<file path="src/rtl/snake_pkg.sv">
// rtl/snake_pkg.sv - shared direction/state types, geometry defaults and reverse-direction helper
package snake_pkg;

  typedef enum logic [1:0] {
    UP    = 2'b00,
    RIGHT = 2'b01,
    DOWN  = 2'b10,
    LEFT  = 2'b11
  } dir_t;

  typedef enum logic [1:0] {
    IDLE  = 2'b00,
    RUN   = 2'b01,
    PAUSE = 2'b10,
    OVER  = 2'b11
  } state_t;

  localparam int DEF_COORD_W   = 10;
  localparam int DEF_GRID_STEP = 10;
  localparam int DEF_SCREEN_W  = 640;
  localparam int DEF_SCREEN_H  = 480;
  localparam int DEF_MAX_LEN   = 16;
  localparam int DEF_INIT_LEN  = 4;
  localparam int DEF_INIT_X    = 40;
  localparam int DEF_INIT_Y    = 240;

  // Opposite heading: flipping the top code bit swaps UP/DOWN and RIGHT/LEFT
  function automatic dir_t reverse_dir(input dir_t d);
    return dir_t'({~d[1], d[0]});
  endfunction

endpackage

</file>
<file path="src/rtl/snake_hit_scan.sv">
// rtl/snake_hit_scan.sv - per-segment box comparators: registered pixel hit and combinational probe hit
module snake_hit_scan #(
  parameter int COORD_W   = 10,
  parameter int GRID_STEP = 10,
  parameter int MAX_LEN   = 16,
  parameter int LEN_W     = 5
) (
  input  logic                       clk,
  input  logic                       rst_n,
  input  logic [MAX_LEN*COORD_W-1:0] seg_x_i,
  input  logic [MAX_LEN*COORD_W-1:0] seg_y_i,
  input  logic [COORD_W-1:0]         pix_x_i,
  input  logic [COORD_W-1:0]         pix_y_i,
  input  logic [LEN_W-1:0]           pix_cnt_i,
  input  logic [COORD_W-1:0]         probe_x_i,
  input  logic [COORD_W-1:0]         probe_y_i,
  input  logic [LEN_W-1:0]           probe_cnt_i,
  output logic                       pix_hit_o,
  output logic                       probe_hit_o
);

  localparam int EW = COORD_W + 1;

  logic pix_hit_d;
  logic pix_hit_q;

  // Point (px,py) lies inside the GRID_STEP square whose origin is (sx,sy)
  function automatic logic in_box(input logic [COORD_W-1:0] px, input logic [COORD_W-1:0] py,
                                  input logic [COORD_W-1:0] sx, input logic [COORD_W-1:0] sy);
    logic [COORD_W:0] ex;
    logic [COORD_W:0] ey;
    ex = {1'b0, sx} + EW'(GRID_STEP);
    ey = {1'b0, sy} + EW'(GRID_STEP);
    return (px >= sx) && ({1'b0, px} < ex) && (py >= sy) && ({1'b0, py} < ey);
  endfunction

  // Compare both query points against every slot below its own active count
  always_comb begin
    pix_hit_d   = 1'b0;
    probe_hit_o = 1'b0;
    for (int i = 0; i < MAX_LEN; i++) begin
      if ((LEN_W'(i) < pix_cnt_i) &&
          in_box(pix_x_i, pix_y_i, seg_x_i[i*COORD_W +: COORD_W], seg_y_i[i*COORD_W +: COORD_W]))
        pix_hit_d = 1'b1;
      if ((LEN_W'(i) < probe_cnt_i) &&
          in_box(probe_x_i, probe_y_i, seg_x_i[i*COORD_W +: COORD_W], seg_y_i[i*COORD_W +: COORD_W]))
        probe_hit_o = 1'b1;
    end
  end

  // Renderer hit is registered to give a fixed one-cycle latency
  always_ff @(posedge clk or negedge rst_n) begin
    if (!rst_n) pix_hit_q <= 1'b0;
    else        pix_hit_q <= pix_hit_d;
  end

  assign pix_hit_o = pix_hit_q;

endmodule

</file>
<file path="src/rtl/snake_body_engine.sv">
// rtl/snake_body_engine.sv - snake segment engine (define SNAKE_WRAP_EN for edge wrap-around instead of wall collision)
module snake_body_engine
  import snake_pkg::*;
#(
  parameter int COORD_W   = DEF_COORD_W,
  parameter int GRID_STEP = DEF_GRID_STEP,
  parameter int SCREEN_W  = DEF_SCREEN_W,
  parameter int SCREEN_H  = DEF_SCREEN_H,
  parameter int MAX_LEN   = DEF_MAX_LEN,
  parameter int INIT_LEN  = DEF_INIT_LEN,
  parameter int INIT_X    = DEF_INIT_X,
  parameter int INIT_Y    = DEF_INIT_Y
) (
  input  logic                           clk,
  input  logic                           rst_n,
  input  logic                           tick,
  input  logic                           start,
  input  logic                           pause,
  input  logic                           dir_valid,
  input  logic [1:0]                     dir,
  input  logic [COORD_W-1:0]             food_x,
  input  logic [COORD_W-1:0]             food_y,
  input  logic [COORD_W-1:0]             pix_x,
  input  logic [COORD_W-1:0]             pix_y,
  output logic [COORD_W-1:0]             head_x,
  output logic [COORD_W-1:0]             head_y,
  output logic [COORD_W-1:0]             tail_x,
  output logic [COORD_W-1:0]             tail_y,
  output logic [$clog2(MAX_LEN+1)-1:0]   length,
  output logic                           ate,
  output logic                           game_over,
  output logic                           body_hit
);

  localparam int                 LEN_W      = $clog2(MAX_LEN + 1);
  localparam int                 SW         = COORD_W + 1;
  localparam logic signed [SW-1:0] STEP_S   = SW'(GRID_STEP);
  localparam logic signed [SW-1:0] X_MAX_S  = SW'(SCREEN_W - GRID_STEP);
  localparam logic signed [SW-1:0] Y_MAX_S  = SW'(SCREEN_H - GRID_STEP);
  localparam logic [LEN_W-1:0]   MAX_LEN_L  = LEN_W'(MAX_LEN);
  localparam logic [LEN_W-1:0]   INIT_LEN_L = LEN_W'(INIT_LEN);
  localparam logic [LEN_W-1:0]   ONE_L      = LEN_W'(1);

  state_t state_q, state_d;
  dir_t   pend_dir_q, pend_dir_d;
  dir_t   last_dir_q, last_dir_d;
  dir_t   ref_dir;

  logic [COORD_W-1:0] seg_x_q [MAX_LEN];
  logic [COORD_W-1:0] seg_y_q [MAX_LEN];
  logic [COORD_W-1:0] seg_x_d [MAX_LEN];
  logic [COORD_W-1:0] seg_y_d [MAX_LEN];
  logic [LEN_W-1:0]   len_q, len_d;
  logic               ate_q, ate_d;
  logic               over_q, over_d;

  logic [MAX_LEN*COORD_W-1:0] seg_x_flat;
  logic [MAX_LEN*COORD_W-1:0] seg_y_flat;
  logic signed [SW-1:0]       nx_s, ny_s;
  logic [COORD_W-1:0]         next_x, next_y;
  logic                       wall_hit, self_hit, grow, step, collide;
  logic [LEN_W-1:0]           self_cnt, tail_idx;

  for (genvar g = 0; g < MAX_LEN; g++) begin : g_flat
    assign seg_x_flat[g*COORD_W +: COORD_W] = seg_x_q[g];
    assign seg_y_flat[g*COORD_W +: COORD_W] = seg_y_q[g];
  end

  // Candidate head one grid step along the buffered direction; signed so edges can go negative
  always_comb begin
    nx_s = signed'({1'b0, seg_x_q[0]});
    ny_s = signed'({1'b0, seg_y_q[0]});
    case (pend_dir_q)
      UP:      ny_s = ny_s - STEP_S;
      DOWN:    ny_s = ny_s + STEP_S;
      LEFT:    nx_s = nx_s - STEP_S;
      default: nx_s = nx_s + STEP_S;
    endcase
  end

`ifdef SNAKE_WRAP_EN
  localparam logic [COORD_W-1:0] X_MAX_U = COORD_W'(SCREEN_W - GRID_STEP);
  localparam logic [COORD_W-1:0] Y_MAX_U = COORD_W'(SCREEN_H - GRID_STEP);

  assign wall_hit = 1'b0;

  // Fold a candidate that left the playfield back onto the opposite edge
  always_comb begin
    next_x = nx_s[COORD_W-1:0];
    next_y = ny_s[COORD_W-1:0];
    if (nx_s[SW-1])          next_x = X_MAX_U;
    else if (nx_s > X_MAX_S) next_x = '0;
    if (ny_s[SW-1])          next_y = Y_MAX_U;
    else if (ny_s > Y_MAX_S) next_y = '0;
  end
`else
  assign wall_hit = nx_s[SW-1] || (nx_s > X_MAX_S) || ny_s[SW-1] || (ny_s > Y_MAX_S);
  assign next_x   = nx_s[COORD_W-1:0];
  assign next_y   = ny_s[COORD_W-1:0];
`endif

  assign step     = (state_q == RUN) && tick;
  assign grow     = (next_x == food_x) && (next_y == food_y) && (len_q < MAX_LEN_L);
  // The tail vacates its cell on a plain move, so it only counts when the snake grows
  assign self_cnt = grow ? len_q : len_q - ONE_L;
  assign collide  = step && (wall_hit || self_hit);
  // A request arriving with a tick is judged against the heading that tick uses
  assign ref_dir  = step ? pend_dir_q : last_dir_q;
  assign tail_idx = len_q - ONE_L;

  snake_hit_scan #(
    .COORD_W   (COORD_W),
    .GRID_STEP (GRID_STEP),
    .MAX_LEN   (MAX_LEN),
    .LEN_W     (LEN_W)
  ) u_scan (
    .clk         (clk),
    .rst_n       (rst_n),
    .seg_x_i     (seg_x_flat),
    .seg_y_i     (seg_y_flat),
    .pix_x_i     (pix_x),
    .pix_y_i     (pix_y),
    .pix_cnt_i   (len_q),
    .probe_x_i   (next_x),
    .probe_y_i   (next_y),
    .probe_cnt_i (self_cnt),
    .pix_hit_o   (body_hit),
    .probe_hit_o (self_hit)
  );

  // Game state transitions
  always_comb begin
    state_d = state_q;
    case (state_q)
      IDLE:    if (start) state_d = RUN;
      RUN:     if (collide) state_d = OVER;
               else if (pause) state_d = PAUSE;
      PAUSE:   if (!pause) state_d = RUN;
      OVER:    if (!start) state_d = IDLE;
      default: state_d = IDLE;
    endcase
  end

  // Direction buffer, segment shift/grow, and re-initialisation whenever the game sits in IDLE
  always_comb begin
    pend_dir_d = pend_dir_q;
    last_dir_d = last_dir_q;
    seg_x_d    = seg_x_q;
    seg_y_d    = seg_y_q;
    len_d      = len_q;
    ate_d      = 1'b0;
    over_d     = over_q;

    if (dir_valid && (state_q == RUN || state_q == PAUSE) && (dir_t'(dir) != reverse_dir(ref_dir)))
      pend_dir_d = dir_t'(dir);

    if (collide) begin
      over_d = 1'b1;
    end else if (step) begin
      seg_x_d[0] = next_x;
      seg_y_d[0] = next_y;
      for (int i = 1; i < MAX_LEN; i++) begin
        seg_x_d[i] = seg_x_q[i-1];
        seg_y_d[i] = seg_y_q[i-1];
      end
      last_dir_d = pend_dir_q;
      if (grow) begin
        len_d = len_q + ONE_L;
        ate_d = 1'b1;
      end
    end

    if (state_d == IDLE) begin
      pend_dir_d = RIGHT;
      last_dir_d = RIGHT;
      len_d      = INIT_LEN_L;
      ate_d      = 1'b0;
      over_d     = 1'b0;
      for (int i = 0; i < MAX_LEN; i++) begin
        seg_x_d[i] = COORD_W'(INIT_X - i * GRID_STEP);
        seg_y_d[i] = COORD_W'(INIT_Y);
      end
    end
  end

  // State and body registers
  always_ff @(posedge clk or negedge rst_n) begin
    if (!rst_n) begin
      state_q    <= IDLE;
      pend_dir_q <= RIGHT;
      last_dir_q <= RIGHT;
      len_q      <= INIT_LEN_L;
      ate_q      <= 1'b0;
      over_q     <= 1'b0;
      for (int i = 0; i < MAX_LEN; i++) begin
        seg_x_q[i] <= COORD_W'(INIT_X - i * GRID_STEP);
        seg_y_q[i] <= COORD_W'(INIT_Y);
      end
    end else begin
      state_q    <= state_d;
      pend_dir_q <= pend_dir_d;
      last_dir_q <= last_dir_d;
      len_q      <= len_d;
      ate_q      <= ate_d;
      over_q     <= over_d;
      seg_x_q    <= seg_x_d;
      seg_y_q    <= seg_y_d;
    end
  end

  // Tail is the last active slot
  always_comb begin
    tail_x = seg_x_q[0];
    tail_y = seg_y_q[0];
    for (int i = 0; i < MAX_LEN; i++) begin
      if (tail_idx == LEN_W'(i)) begin
        tail_x = seg_x_q[i];
        tail_y = seg_y_q[i];
      end
    end
  end

  assign head_x    = seg_x_q[0];
  assign head_y    = seg_y_q[0];
  assign length    = len_q;
  assign ate       = ate_q;
  assign game_over = over_q;

endmodule
</file>
<file path="config.mk">
export PLATFORM = sky130hd
export DESIGN_NAME = snake_body_engine
export DESIGN_NICKNAME = d
export VERILOG_FILES = /design/src/rtl/snake_pkg.sv /design/src/rtl/snake_hit_scan.sv /design/src/rtl/snake_body_engine.sv
export SDC_FILE = /design/constraint.sdc
export NUM_CORES = 2
export LEC_CHECK = 0
export BUFFER_PORTS_ARGS = -buffer_cell sky130_fd_sc_hd__clkbuf_2
export CORE_UTILIZATION = 40
export CTS_CLUSTER_DIAMETER = 150
export DETAILED_ROUTE_END_ITERATION = 12
export SYNTH_ARGS = -nofsm -noshare
export SYNTH_HDL_FRONTEND = slang
export SYNTH_SLANG_ARGS = --single-unit
</file>
<file path="constraint.sdc">
create_clock -name clk -period 14 [get_ports clk]
set_clock_uncertainty 0.1 [all_clocks]
set_input_delay 1.4 -clock clk [delete_from_list [all_inputs] [get_ports clk]]
set_output_delay 1.4 -clock clk [all_outputs]
set_load 0.02 [all_outputs]
</file>
==> summary.txt <==
Timing
  • Rel. slew slack: 0.189
  • Final min period: 8250 ps
  • RSZ-0062 raised after global routing: false
  • Slew of the pin with the lowest slew margin: 1190 ps
  • Hold WS: about 400 ps
  • Fmax: 121 MHz
  • Slew Viols, Final: 0
  • TNS Setup: 0 ps
  • Tcrit/Tclk final: 0.589
  • Setup violators final: 0
  • Final hold violations: 0

Synth
  • Ys async rst share: 1.00
  • Cell taking the most area after synthesis: ha_1
  • Seq/Total Area, Yosys: 0.172
  • Yosys cell types: slightly above 90
  • Yosys reg bits: about 300
  • Synth top area cells: ha_1 (32%), dfrtp_1 (8.7%), dfstp_2 (8.5%), a21o_1 (5.1%), xnor2_1 (4.2%)
  • Mapped Cells: 5268
  • Post-synth EDFFs: 0
  • Syn avg cell area: 8.54 sq um
  • Top-area cell type share of the netlist area: 0.317
  • Top cells by count, synth: ha_1 (1140), nor2_1 (363), inv_1 (357)
  • Yosys Warn Count: 0
  • Most frequent cell after synthesis: ha_1
  • Ys flop type: dfrtp_1
  • Post-Syn Area: 0.0450 sq mm

Clock network
  • Resize count post-CTS: 0
  • TritonCTS clock tree: built
  • Clock Latency Late Sink: 630 ps
  • H-tree levels: 2
  • Root buffer cell: clkbuf_16
  • Hold_buf cts: 0
  • Clock buffer count from CTS: 44
  • Clock Tree Buf Depth: 3
  • Postcts setup bufs: 0
  • Clock sink count: a little over 300
  • CTS clk-pin slew, worst paths: 60 ps

Hold path
  • Worst hold start: last_dir_q[0]$_DFFE_PN1P_
  • Hold Crit Endpoint: last_dir_q[0]$_DFFE_PN1P_
  • HP Class: reg2reg
  • Hold Path Depth: 2

Setup path
  • Cell chain of the critical path: nor2b_1 > or4_1 > nand3_2 > nand2_1 > buf_4 > inv_1 > ha_1 > a2111oi_0 > nor2b_1 > nand2_1 > a211oi_1 > a31oi_1 > nand4b_1 > o32ai_1 > a211o_1 > nand4bb_1 > or3_4 > buf_12 > or3_1 > a21oi_1
  • Startpoint type of the worst setup path: register
  • Family with the most delay on the worst path: simple AND/OR/NAND/NOR gates
  • Max stage delay on crit path: 1040 ps
  • R2r startpoint: pend_dir_q[1]$_DFFE_PN0P_
  • CP Class: reg2reg
  • CP required: approximately 14000 ps
  • Critical Path AT: slightly below 9000 ps
  • R2r setup slk: about 5800 ps
  • CP Capture Type: register
  • CP bufs+invs: 3
  • Slowest CP cell: dfrtp_1
  • Capturing point of the worst reg2reg path: head_x[6]$_DFFE_PN0P_
  • Peak fanout along the critical path: 190
  • R2R depth: 20

Routing
  • Via count: 40083
  • Number of nets with antenna violations after routing: 0
  • Top sig layer: met4
  • Met3 wire length: between 9 and 10 mm
  • DR vias/cell: 5.92
  • Routed met1 length: 77.5 mm
  • Drc violations: 0
  • Post-Route WL: about 160 mm
  • DR iter-0 viols: 3894
  • Drt wl/cell: between 20 and 25 um
  • WL met2: ~65 mm
  • Pre-antenna DRT Iters: 6

Finish
  • Non-filler instance count after layout: 6773
  • Layout cells sized above 1: 0.0814
  • Fillers: between 10000 and 15000
  • Synth-to-Final Area Change: 7.62%
  • N_diodes: 0
  • Layout Nets: 6437
  • Final core occ: 0.436

GRT
  • Vias in the first global route: 37937
  • Global route overflow: 0
  • Global-route wire length before repair: around 240 mm
  • Tot GR Track Use: 0.271
  • Initial antenna violation count: 0
  • Pin count of the biggest net entering global routing: 191

Die
  • Initial core utilization: 0.405
  • Row cnt: 122
  • Core area: 0.111 sq mm
  • Top-level I/O count: 96
  • Die area: 0.114 sq mm
  • DIE WIDTH: 337 um
  • Die Y: 337 um

Power
  • Power, Total: 8.07 mW
  • Clock power frac: 0.149
  • Sequential Power Share: 0.173
  • Sw frac: 0.520
  • P_int: 3.87 mW
  • Sw Pwr: between 4 and 5 mW
  • VDD IR max: 0.000338 V
  • PwrDens: roughly 170 mW/mm^2
  • Logic pwr share: 0.678
  • Pleak: 25.3 nW

Run status
  • Outcome: finished clean

Placed design
  • Placer Congestion: 0.944
  • Placed insts: 6691
  • Port bufs: 91
  • Post-DP HPWL: ~120 mm

Run
  • MaxCap Viol Count: 0
==> tightest hold or removal path, cell delays in order, from the launching register on <==
cell and delay [ps]:
dfstp_2 370, nand2_1 50, o211ai_1 80
==> area by class of cell <==
cell class / instances / area (sq um) / area share
Multi-Input combinational cell: 4378 / 35000 / 0.722
Sequential cell: 302 / 7740 / 0.160
Tap cell: 1488 / 1860 / 0.0384
Inverter: 361 / 1360 / 0.0280
Clock buffer: 66 / 1350 / 0.0278
Timing Repair Buffer: 162 / 1010 / 0.0209
Clock inverter: 16 / 150 / 0.00310
==> sequential cells by signal (all words and copies together) (netlist names), 2 cells and up <==
register    count
head_x          9
head_y          9
last_dir_q      2
length          5
pend_dir_q      2
seg_x_flat    135
seg_y_flat    135
state_q         2
==> stage by stage <==
stage	cell area (sq um)	setup WS, ps
finish	48400	5750
global placement	46900	6070
global route	48400	5490
detailed placement	46900	6130
CTS	48400	6060
floorplan	45000	7200
==> power groups by stage <==
stage | registers [mW] | clock network (mW) | logic [mW]
after global placement | 1.39 | 0 | 5.23
after global routing | 1.42 | 1.25 | 6.07
after CTS | 1.38 | 1.22 | 5.39
final | 1.39 | 1.20 | 5.47
after detailed placement | 1.39 | 0 | 5.34
after floorplan | 1.25 | 0 | 3.90
==> logic make-up after synthesis <==
kind of cell               share of synthesized area
AOI/OAI and AO/OA                              0.237
xor gates and xnor gates                      0.0531
adders and majority gates                      0.321
buffers and inverters                         0.0545
DFF                                            0.172
muxes                                         0.0394
other                                      0.0000833
and+or+nand+nor                                0.123
==> how the worst max path moves through the flow <==
stage	from	end	slack, ps	cells past startpoint
4_1_cts	pend_dir_q[1]$_DFFE_PN0P_	head_y[3]$_DFFE_PN0P_	6060	21
2_1_floorplan	head_y[1]$_DFFE_PN0P_	head_y[7]$_DFFE_PN1P_	7200	22
3_5_place_dp	pend_dir_q[1]$_DFFE_PN0P_	seg_x_flat[35]$_DFFE_PN0P_	6130	21
6_report	pend_dir_q[1]$_DFFE_PN0P_	head_x[6]$_DFFE_PN0P_	5750	20
3_3_place_gp	pend_dir_q[0]$_DFFE_PN1P_	length[3]$_DFFE_PN0P_	6070	20
5_1_grt	pend_dir_q[0]$_DFFE_PN1P_	seg_y_flat[36]$_DFFE_PN1P_	5490	20
==> metal layers <==
layer / vias to the layer above / global-route usage
met5: - / 0
li1: 19438 / -
met2: 1275 / 0.403
met3: 181 / 0.0296
met4: 0 / 0.0677
met1: 19189 / 0.412
==> cell usage in the layout (no fill, tap or decap), types with 157 or more instances in the layout <==
master	count
inv_1	357
o21ai_0	347
mux2i_1	174
xnor2_1	203
ha_1	1140
nor2_1	363
a21o_1	305
nand2_1	337
dfrtp_1	157
o211ai_1	188
a21oi_1	290
Power figures use the tool's default switching activity.
